**src/rtl/idu_pipe.sv**
```systemverilog
// ============================================================================
// Module   : idu_pipe
// Purpose  : Registered RV32I/M decode stage with valid/ready and a register
//            scoreboard that interlocks issue on RAW/WAW hazards.
// Revision : 1.0 - initial release
// ============================================================================
`default_nettype none

module idu_pipe #(
  parameter int XLEN          = 32,
  parameter int EN_RV32M      = 1,
  parameter int EN_SCOREBOARD = 1,
  parameter int ALU_OP_W      = 8
) (
  input  logic                clk,
  input  logic                rst,
  input  logic                in_valid,
  output logic                in_ready,
  input  logic [31:0]         in_inst,
  input  logic [XLEN-1:0]     in_pc,
  output logic                out_valid,
  input  logic                out_ready,
  output logic [XLEN-1:0]     out_pc,
  output logic [XLEN-1:0]     out_imm,
  output logic [4:0]          out_rs1,
  output logic [4:0]          out_rs2,
  output logic [4:0]          out_rd,
  output logic                out_r_wen,
  output logic                out_mem_ren,
  output logic                out_mem_wen,
  output logic [1:0]          out_mem_size,
  output logic                out_sext,
  output logic [ALU_OP_W-1:0] out_alu_opcode,
  output logic [3:0]          out_muldiv_op,
  output logic [1:0]          out_npc_sel,
  output logic                out_illegal,
  output logic                out_halt,
  input  logic                wb_valid,
  input  logic [4:0]          wb_rd,
  input  logic                flush
);

  localparam logic [6:0] c_OPC_LUI    = 7'b0110111;
  localparam logic [6:0] c_OPC_AUIPC  = 7'b0010111;
  localparam logic [6:0] c_OPC_JAL    = 7'b1101111;
  localparam logic [6:0] c_OPC_JALR   = 7'b1100111;
  localparam logic [6:0] c_OPC_BRANCH = 7'b1100011;
  localparam logic [6:0] c_OPC_LOAD   = 7'b0000011;
  localparam logic [6:0] c_OPC_STORE  = 7'b0100011;
  localparam logic [6:0] c_OPC_OPIMM  = 7'b0010011;
  localparam logic [6:0] c_OPC_OP     = 7'b0110011;
  localparam logic [6:0] c_OPC_SYSTEM = 7'b1110011;
  localparam logic [6:0] c_OPC_MISC   = 7'b0001111;
  localparam logic [6:0] c_F7_ZERO    = 7'b0000000;
  localparam logic [6:0] c_F7_ALT     = 7'b0100000;
  localparam logic [6:0] c_F7_MULDIV  = 7'b0000001;
  localparam logic [31:0] c_ECALL     = 32'h0000_0073;
  localparam logic [31:0] c_EBREAK    = 32'h0010_0073;
  localparam logic [31:0] c_MRET      = 32'h3020_0073;

  logic [6:0]      w_opc;
  logic [2:0]      w_f3;
  logic [6:0]      w_f7;
  logic [4:0]      w_rd;
  logic [4:0]      w_rs1;
  logic [4:0]      w_rs2;
  logic [31:0]     w_imm32;
  logic [XLEN-1:0] w_imm;
  logic            w_illegal;
  logic            w_r_wen;
  logic            w_mem_ren;
  logic            w_mem_wen;
  logic [1:0]      w_mem_size;
  logic            w_sext;
  logic [7:0]      w_alu;
  logic [ALU_OP_W-1:0] w_alu_full;
  logic [3:0]      w_muldiv;
  logic [1:0]      w_npc_sel;
  logic            w_halt;
  logic            w_uses_rs1;
  logic            w_uses_rs2;

  assign w_opc = in_inst[6:0];
  assign w_f3  = in_inst[14:12];
  assign w_f7  = in_inst[31:25];
  assign w_rd  = in_inst[11:7];
  assign w_rs2 = in_inst[24:20];

  always_comb begin
    w_illegal  = 1'b0;
    w_r_wen    = 1'b0;
    w_mem_ren  = 1'b0;
    w_mem_wen  = 1'b0;
    w_mem_size = 2'd0;
    w_sext     = 1'b0;
    w_alu      = 8'h00;
    w_muldiv   = 4'h0;
    w_npc_sel  = 2'b00;
    w_halt     = 1'b0;
    w_imm32    = 32'h0;
    w_uses_rs1 = 1'b1;
    w_uses_rs2 = 1'b0;
    w_rs1      = in_inst[19:15];
    case (w_opc)
      c_OPC_LUI: begin
        w_imm32    = {in_inst[31:12], 12'h000};
        w_r_wen    = 1'b1;
        w_uses_rs1 = 1'b0;
        w_rs1      = 5'd0;
      end
      c_OPC_AUIPC: begin
        w_imm32    = {in_inst[31:12], 12'h000};
        w_r_wen    = 1'b1;
        w_uses_rs1 = 1'b0;
      end
      c_OPC_JAL: begin
        w_imm32    = {{11{in_inst[31]}}, in_inst[31], in_inst[19:12],
                      in_inst[20], in_inst[30:21], 1'b0};
        w_r_wen    = 1'b1;
        w_npc_sel  = 2'b01;
        w_uses_rs1 = 1'b0;
      end
      c_OPC_JALR: begin
        w_imm32   = {{20{in_inst[31]}}, in_inst[31:20]};
        w_r_wen   = 1'b1;
        w_npc_sel = 2'b10;
        w_illegal = (w_f3 != 3'b000);
      end
      c_OPC_BRANCH: begin
        w_imm32    = {{19{in_inst[31]}}, in_inst[31], in_inst[7],
                      in_inst[30:25], in_inst[11:8], 1'b0};
        w_uses_rs2 = 1'b1;
        w_npc_sel  = 2'b11;
        case (w_f3)
          3'b000:  w_alu = 8'h03;
          3'b001:  w_alu = 8'h05;
          3'b100:  w_alu = 8'h21;
          3'b101:  w_alu = 8'h41;
          3'b110:  w_alu = 8'h09;
          3'b111:  w_alu = 8'h11;
          default: w_illegal = 1'b1;
        endcase
      end
      c_OPC_LOAD: begin
        w_imm32    = {{20{in_inst[31]}}, in_inst[31:20]};
        w_r_wen    = 1'b1;
        w_mem_ren  = 1'b1;
        w_mem_size = w_f3[1:0];
        w_sext     = (w_f3 == 3'b000) || (w_f3 == 3'b001);
        w_illegal  = (w_f3 == 3'b011) || (w_f3 == 3'b110) || (w_f3 == 3'b111);
      end
      c_OPC_STORE: begin
        w_imm32    = {{20{in_inst[31]}}, in_inst[31:25], in_inst[11:7]};
        w_mem_wen  = 1'b1;
        w_uses_rs2 = 1'b1;
        w_mem_size = w_f3[1:0];
        w_illegal  = (w_f3 > 3'b010);
      end
      c_OPC_OPIMM: begin
        w_imm32 = {{20{in_inst[31]}}, in_inst[31:20]};
        w_r_wen = 1'b1;
        case (w_f3)
          3'b000: w_alu = 8'h00;
          3'b010: w_alu = 8'h21;
          3'b011: w_alu = 8'h09;
          3'b100: w_alu = 8'h02;
          3'b110: w_alu = 8'h04;
          3'b111: w_alu = 8'h08;
          3'b001: begin
            w_alu     = 8'h10;
            w_illegal = (w_f7 != c_F7_ZERO);
          end
          default: begin
            w_alu     = (w_f7 == c_F7_ALT) ? 8'h40 : 8'h20;
            w_illegal = (w_f7 != c_F7_ZERO) && (w_f7 != c_F7_ALT);
          end
        endcase
      end
      c_OPC_OP: begin
        w_r_wen    = 1'b1;
        w_uses_rs2 = 1'b1;
        if (w_f7 == c_F7_ZERO) begin
          case (w_f3)
            3'b000:  w_alu = 8'h00;
            3'b001:  w_alu = 8'h10;
            3'b010:  w_alu = 8'h21;
            3'b011:  w_alu = 8'h09;
            3'b100:  w_alu = 8'h02;
            3'b101:  w_alu = 8'h20;
            3'b110:  w_alu = 8'h04;
            default: w_alu = 8'h08;
          endcase
        end else if (w_f7 == c_F7_ALT && w_f3 == 3'b000) begin
          w_alu = 8'h01;
        end else if (w_f7 == c_F7_ALT && w_f3 == 3'b101) begin
          w_alu = 8'h40;
        end else if (w_f7 == c_F7_MULDIV && EN_RV32M != 0) begin
          w_muldiv = {1'b1, w_f3};
        end else begin
          w_illegal = 1'b1;
        end
      end
      c_OPC_SYSTEM: begin
        w_imm32 = {{20{in_inst[31]}}, in_inst[31:20]};
        if (w_f3 == 3'b000) begin
          // Only the three exact privileged encodings are accepted.
          if (in_inst == c_ECALL || in_inst == c_EBREAK) w_halt = 1'b1;
          else if (in_inst != c_MRET)                     w_illegal = 1'b1;
        end else if (w_f3 == 3'b100) begin
          w_illegal = 1'b1;
        end else begin
          w_r_wen = 1'b1;
          case (w_f3[1:0])
            2'b10:   w_alu = 8'h04;
            2'b11:   w_alu = 8'h80;
            default: w_alu = 8'h00;
          endcase
        end
      end
      c_OPC_MISC:  w_illegal = (w_f3[2:1] != 2'b00);
      default:     w_illegal = 1'b1;
    endcase
    if (w_illegal) begin
      w_r_wen   = 1'b0;
      w_mem_ren = 1'b0;
      w_mem_wen = 1'b0;
      w_halt    = 1'b0;
      w_npc_sel = 2'b00;
      w_muldiv  = 4'h0;
    end
    if (w_rd == 5'd0) w_r_wen = 1'b0;
  end

  assign w_imm = XLEN'($signed(w_imm32));

  always_comb begin
    w_alu_full      = '0;
    w_alu_full[7:0] = w_alu;
  end

  // Scoreboard: a writeback in flight this cycle already counts as cleared.
  logic [31:0] r_busy;
  logic [31:0] w_wb_mask;
  logic [31:0] w_busy_eff;
  logic        w_hazard;
  logic        w_accept;

  always_comb begin
    w_wb_mask = '0;
    if (wb_valid) w_wb_mask[wb_rd] = 1'b1;
  end

  assign w_busy_eff = r_busy & ~w_wb_mask;
  assign w_hazard   = (w_uses_rs1 & w_busy_eff[w_rs1]) |
                      (w_uses_rs2 & w_busy_eff[w_rs2]) |
                      (w_r_wen    & w_busy_eff[w_rd]);
  assign in_ready   = !rst && !flush && (!out_valid || out_ready) && !w_hazard;
  assign w_accept   = in_valid && in_ready;

  generate
    if (EN_SCOREBOARD != 0) begin : g_sb
      logic [31:0] w_busy_nxt;
      always_comb begin
        w_busy_nxt = r_busy & ~w_wb_mask;
        if (flush && out_valid && out_r_wen) w_busy_nxt[out_rd] = 1'b0;
        if (w_accept && w_r_wen)             w_busy_nxt[w_rd]   = 1'b1;
        w_busy_nxt[0] = 1'b0;
      end
      always_ff @(posedge clk) begin
        if (rst) r_busy <= '0;
        else     r_busy <= w_busy_nxt;
      end
    end else begin : g_nosb
      assign r_busy = '0;
    end
  endgenerate

  always_ff @(posedge clk) begin
    if (rst) begin
      out_valid      <= 1'b0;
      out_pc         <= '0;
      out_imm        <= '0;
      out_rs1        <= '0;
      out_rs2        <= '0;
      out_rd         <= '0;
      out_r_wen      <= 1'b0;
      out_mem_ren    <= 1'b0;
      out_mem_wen    <= 1'b0;
      out_mem_size   <= '0;
      out_sext       <= 1'b0;
      out_alu_opcode <= '0;
      out_muldiv_op  <= '0;
      out_npc_sel    <= '0;
      out_illegal    <= 1'b0;
      out_halt       <= 1'b0;
    end else if (flush) begin
      out_valid <= 1'b0;
    end else if (w_accept) begin
      out_valid      <= 1'b1;
      out_pc         <= in_pc;
      out_imm        <= (w_opc == c_OPC_OP) ? '0 : w_imm;
      out_rs1        <= w_rs1;
      out_rs2        <= w_rs2;
      out_rd         <= w_rd;
      out_r_wen      <= w_r_wen;
      out_mem_ren    <= w_mem_ren;
      out_mem_wen    <= w_mem_wen;
      out_mem_size   <= w_mem_size;
      out_sext       <= w_sext;
      out_alu_opcode <= w_alu_full;
      out_muldiv_op  <= w_muldiv;
      out_npc_sel    <= w_npc_sel;
      out_illegal    <= w_illegal;
      out_halt       <= w_halt;
    end else if (out_ready) begin
      out_valid <= 1'b0;
    end
  end

endmodule

`default_nettype wire
```
**config.mk**
```make
export PLATFORM = sky130hd
export DESIGN_NAME = idu_pipe
export DESIGN_NICKNAME = d
export VERILOG_FILES = /design/src/rtl/idu_pipe.sv
export SDC_FILE = /design/constraint.sdc
export NUM_CORES = 1
export LEC_CHECK = 0
export ABC_CLOCK_PERIOD_IN_PS = 4150
export CORE_ASPECT_RATIO = 1.2
export CORE_MARGIN = 2
export CORE_UTILIZATION = 52
export CTS_CLUSTER_DIAMETER = 50
export DETAILED_ROUTE_END_ITERATION = 7
export GPL_TIMING_DRIVEN = 0
export PLACE_DENSITY = 0.82
export SETUP_SLACK_MARGIN = 0.02
export SLEW_MARGIN = 30
export SYNTH_ARGS = -nofsm -noshare
export SYNTH_HDL_FRONTEND = slang
export SYNTH_SLANG_ARGS = --single-unit
```
**constraint.sdc**
```tcl
create_clock -name clk -period 4.15 [get_ports clk]
set_input_delay 0.6225 -clock clk [delete_from_list [all_inputs] [get_ports clk]]
set_output_delay 0.6225 -clock clk [all_outputs]
set_load 0.05 [all_outputs]
```
* Word level (Yosys, flattened, before mapping)
Cells that the tools add are included.
Word-level totals: flip-flop bits (word level) 134, input bits 75, output and inout port bits 103, word-level logic and storage cells 170
Operators by class: order comparisons 9, equal/unequal tests 26, multiplexer cells 67, bitwise gates (word level) 11, reductions and logical operators 39
Operator list (count):
- 32-bit one-hot mux with 5 select lines | 1
- 32-bit 2-to-1 mux | 4
- 32-bit AND | 2
- 32-bit NOT | 2
- 7-bit one-hot mux with 7 select lines | 1
- 6-bit one-hot mux with 7 select lines | 1
- 7-bit one-hot mux with 6 select lines | 1
- 32-bit by 21-bit equality test with 1-bit output (second input constant) | 1
- 32-bit by 7-bit equality test with 1-bit output (second input constant) | 1
- 1-bit 2-to-1 mux | 32
- 32-bit by 30-bit != test with 1-bit output (second input constant) | 1
- 32-bit OR | 1
- 8-bit one-hot mux with 4 select lines | 1
- 5-bit by 6-bit < comparator with 1-bit output (second input constant) | 5
- 7-bit by 6-bit equality test with 1-bit output (second input constant) | 4
- 7-bit equality test (second input constant) | 4
- 4-bit 2-to-1 mux | 6
- 8-bit 2-to-1 mux | 3
- 7-bit 2-to-1 mux | 3
- 8-bit one-hot mux with 2 select lines | 1
- 1-bit binary-select mux with 5-bit select | 3
- 1-bit demux with 5-bit select | 3
- 5-bit by 1-bit >= comparator with 1-bit output (second input constant) | 3
- 7-bit by 5-bit equality test with 1-bit output (second input constant) | 2
- other kinds (32) | 66

* Longest topological paths before layout
depth after elaboration 17, mapped depth 13, mapped depth without buffers 8

* Least setup slack after synthesis
No wires, ideal clock.
path kind input to output, from input wb_rd[0], to output in_ready, data arrival time 3.167 ns, data required time 3.527 ns, setup slack 0.360 ns, stages on the path 12, buffers on the path 5, path through buf_4 nand2b_4 buf_4 o21ai_1 mux2i_1 mux4_2 o2111a_1 a2111oi_4 buf_2 and4_4 buf_6 buf_6
Between the ends: longest elaborated chain between the ends 14, elaborated cells on any way between the ends 21, those cells by class 2 x order compare; 9 x mux; 7 x bitwise; 3 x reduce/logical
Ends and longest elaborated chain:
- from (decl) | line 39 | input logic [4:0] wb_rd,
- 5-bit by 6-bit < comparator with 1-bit output (not written as such) or 5-bit by 1-bit >= comparator with 1-bit output (tied branches) | line 250 | if (wb_valid) w_wb_mask[wb_rd] = 1'b1;
- 1-bit logical AND (not written as such) | line 250
- 1-bit 2-to-1 mux (not written as such) | line 250
- 1-bit demux with 5-bit select (*) | line 250
- 32-bit 2-to-1 mux (*) | line 250
- 32-bit NOT (*) | line 253 | assign w_busy_eff = r_busy & ~w_wb_mask;
- 32-bit AND (*) | line 253
- 1-bit binary-select mux with 5-bit select, on equally long branches | line 254, 255
- 1-bit 2-to-1 mux, on equally long branches | line 254, 255
- 1-bit AND, on equally long branches | line 254, 255
- 1-bit OR | line 254 | assign w_hazard = (w_uses_rs1 & w_busy_eff[w_rs1]) |
- 1-bit OR (*) | line 255 | (w_uses_rs2 & w_busy_eff[w_rs2]) |
- 1-bit zero test (*) | line 257 | assign in_ready = !rst && !flush && (!out_valid || out_ready) && !w_hazard;
- 1-bit logical AND (*) | line 257
- to (decl) | line 18 | output logic in_ready,
Mark *: on every way between the ends. The rest lies on a longest branch, timed or not. The select of a mux whose other input is x is not followed.

* Worst setup path in the final report
from input in_inst[28], to output in_ready
Between the ends: longest elaborated chain between the ends 12, elaborated cells on any way between the ends 27, those cells by class 6 x eq/ne; 11 x mux; 2 x bitwise; 8 x reduce/logical
Ends and longest elaborated chain:
- from (decl) | line 19 | input logic [31:0] in_inst,
- 7-bit by 1-bit equality test with 1-bit output or 7-bit by 6-bit equality test with 1-bit output (tied branches) | line 197, 193, 195
- 1-bit 2-to-1 mux or 1-bit logical AND (tied branches) | line 197, 195
- 1-bit 2-to-1 mux | line 195 | end else if (w_f7 == c_F7_ALT && w_f3 == 3'b101) begin
- 1-bit 2-to-1 mux | line 193 | end else if (w_f7 == c_F7_ALT && w_f3 == 3'b000) begin
- 1-bit 2-to-1 mux | line 182 | if (w_f7 == c_F7_ZERO) begin
- 1-bit one-hot mux with 9 select lines (*) | line 104 | case (w_opc)
- 1-bit 2-to-1 mux (*) | line 223 | if (w_illegal) begin
- 1-bit 2-to-1 mux (*) | line 231 | if (w_rd == 5'd0) w_r_wen = 1'b0;
- 1-bit AND (*) | line 256 | (w_r_wen & w_busy_eff[w_rd]);
- 1-bit OR (*) | line 255
- 1-bit zero test (*) | line 257
- 1-bit logical AND (*) | line 257
Mark *: on every way between the ends. The rest lies on a longest branch, timed or not.

==> flow_summary.yaml <==
placement:
  dp.cells: 1291
  dpl.hpwl_mm: 22.0
  pre_cts_slack_ns: -1.38
  gp_congestion: 1.05
  io_buffers: 159
floorplanning:
  coreArea_sq_um: 15500
  die_w_um: 119
  die_area_sq_um: 16800
  num_rows: 50
  pin_count: 178
  die_h_um: 142
  initial_core_util: 0.528
power:
  ir_drop_v: 0.000299
  power_leakage_nw: 3.86
  power_density_nw_per_um2: 325
logic_synthesis:
  synth_top_cell_by_area: "dfxtp_1"
  synth_cell_types: 78
  avgSynthCellArea_sq_um: 8.87
  yosys.area.top_type_share: 0.325
  synthTopCellsByArea: "dfxtp_1, mux2_2, mux2i_1, nor2b_1, a311oi_2"
  synth-edff-count: 0
  ys_warn_count: 0
  ys_async_sr_fraction: 0
  ys_seq_area_frac: 0.325
  syn_area_sq_um: 8200
  synthFlopType: "dfxtp_1"
  synthCells: 924
  syn_nets: 999
  synth_seq_cells: 133
setup_path:
  reg2reg_depth: 10
  r2r_end: "out_pc[31]$_SDFFE_PP0P_"
  critPathSlowestCell: "or4_1"
  reg2reg_slack_ns: 0.95
  critPathMaxStageDelay_ns: 0.64
  critPathCaptureType: "output pin"
  cp.arrival_ns: 3.47
  crit_required_ns: 3.53
  crit_type: "in -> out"
  critPathLaunch: "in_inst[28]"
  critPathLaunchType: "primary input"
  crit_chain: "clkdlybuf4s50_1, or4_1, nor3_2, a221oi_1, nor4_4, nand3_1, or3_1, and4_4, buf_12, buf_8"
  worstSetupEndpoint: "in_ready"
  cp_max_fo: 18
  rr_startpoint: "r_busy[7]$_SDFF_PP0_"
grt:
  grt_pass1_wl_mm: 46.4
  grt_start_max_net_pins: 19
  grtUsageTotal: 0.354
  antenna_found_initial: 0
  grt_remaining_overflow: 0
  grt_pass1_vias: 8450
sta:
  clock_skew_ns: 0.00889
  worst_pin_slew_ns: 0.799
  finalMaxSlewViolations: 0
  slew_headroom: 0.463
  setup_ws_ns: 0.0555
  layout_min_cycle_time_ns: 4.09
  hold_viol: 0
  finalSetupViolCount: 0
  max_freq_ghz: 0.244
  rsz0062_at_grt: "no"
  period_share: 0.987
routing:
  drt_iter0_drc: 1085
  route.vias.total: 8692
  drc: 0
  drt-total-wl_mm: 30.4
  postRouteAntennaNets: 0
  viasPerCell: 6.52
  first_pass_iters: 7
  wl_per_cell_um: 22.8
final_layout:
  antenna_cells: 0
  syn2layout_area_growth_pct: 32.5
  layout-drive-gt1-share: 0.188
  final_nets: 1188
  fin_cells: 1333
cts:
  cts_buffer_depth: 2
  htreeDepth: 4
  cts_root_buf: "clkbuf_16"
  clk_latency_ns: 0.44
  clk_pin_slew_ns: 0.06
  ctsHoldBuffers: 0
  numCtsBuffers: 17
  clkSinkCount: 133
  cts_tree: "built"
run:
  maxCapViolCount: 0
status:
  outcome: "completed"
min_path:
  hold_class: "reg -> reg"
-- kinds of logic after synthesis --
family,count (synthesis),synth area share
compound gates,231,0.212
xor+xnor,6,0.00641
buf+inv,104,0.0578
flops,133,0.325
mux,104,0.151
simple gates,346,0.248
-- flip-flops by register name, summed over array words and instances (netlist names), 2 cells and up --
register,flops
out_muldiv_op,4
out_alu_opcode,8
out_imm,32
out_rs1,5
out_rs2,5
out_rd,5
out_pc,32
r_busy,31
out_mem_size,2
out_npc_sel,2
-- where the power goes --
| part | internal (mW) | switching [mW] | total, mW |
|---|---|---|---|
| sequential | 1.32 | 0.0199 | 1.34 |
| combinational | 0.252 | 0.444 | 0.695 |
| clock | 0.863 | 0.632 | 1.50 |
| total | 2.43 | 1.10 | 3.53 |
-- final cells by class --
class	count	area (sq um)
tap	208	260
clock inverter	12	123
buffer	92	458
fill	1239	4650
multi-input combinational	687	5190
inverter	10	37.5
timing repair buffer	172	1680
clock buffer	19	453
sequential	133	2660
-- layout by cell type (no fill, tap or decap), drive strengths merged, types with 8 or more instances in the layout --
master,instances
clkdlybuf4s50,151
dfxtp,133
clkbuf,85
o21ai,68
nor2,58
nor2b,56
mux2,55
buf,43
mux2i,39
nand2b,36
a21oi,35
nand2,34
a31oi,31
nand3,30
or3,29
a311oi,28
nor3,18
nand3b,17
inv,13
o211ai,11
nand4b,10
mux4,10
nand4,8
o41ai,8
-- layer usage --
layer	up-vias	global-route usage	wire length, um
met5	-	0	0
met1	4076	0.425	11400
li1	3842	-	-
met2	610	0.573	14000
met3	164	0.0816	3070
met4	0	0.224	1870
-- worst min-delay path by stage --
stage                                   from                        to  cells past startpoint
finish               out_rs1[3]$_SDFFE_PP0P_   out_rs1[3]$_SDFFE_PP0P_                      2
global placement     out_rs1[3]$_SDFFE_PP0P_   out_rs1[3]$_SDFFE_PP0P_                      2
CTS                  out_rs1[0]$_SDFFE_PP0P_   out_rs1[0]$_SDFFE_PP0P_                      2
detailed placement   out_rs1[0]$_SDFFE_PP0P_   out_rs1[0]$_SDFFE_PP0P_                      2
floorplan               r_busy[9]$_SDFF_PP0_      r_busy[9]$_SDFF_PP0_                      2
global route        out_imm[10]$_SDFFE_PP0P_  out_imm[10]$_SDFFE_PP0P_                      2
-- synthesized netlist by cell type, types with 6 or more instances --
library cell / number
dfxtp_1: 133
clkbuf_1: 63
nor2_1: 58
nor2b_1: 56
mux2_2: 52
o21ai_0: 51
mux2i_1: 39
a21oi_1: 35
nand2b_1: 35
nand2_1: 34
a31oi_1: 31
nand3_1: 29
or3_1: 29
a311oi_2: 19
nor3_1: 18
nand3b_1: 17
o21ai_1: 16
buf_2: 15
o211ai_1: 11
mux4_2: 10
nand4b_1: 10
a311oi_1: 9
inv_1: 9
nand4_1: 8
and3_1: 7
buf_4: 7
o41ai_2: 7
or4_1: 6
xor2_1: 6
-- worst max-delay path: cells and delay by family --
family,cells,cell delay (ns)
buf+inv,3,0.83
simple gates,6,1.83
compound gates,1,0.17
-- repair_timing --
| item | 4_1_cts | 5_1_grt |
|---|---|---|
| setup endpoints to repair | 2 | 1 |
| setup buffers | 11 | 2 |
| pin swaps | 8 | 4 |
| gates resized for setup | 49 | 24 |
-- through the flow --
step | hold slack, ns | TNS [ns] | total power, mW | cell area (sq um) | util
floorplan | 0.492 | 0 | 1.78 | 8200 | -
global placement | 0.465 | -32.00 | 2.02 | 10100 | 0.648
global route | 0.505 | 0 | 3.62 | 10900 | 0.700
CTS | 0.478 | 0 | 3.51 | 10800 | 0.697
finish | 0.477 | 0 | 3.53 | 10900 | 0.700
detailed placement | 0.467 | -32.01 | 2.03 | 10100 | 0.648
No activity file was read; power rests on OpenSTA's default activity.
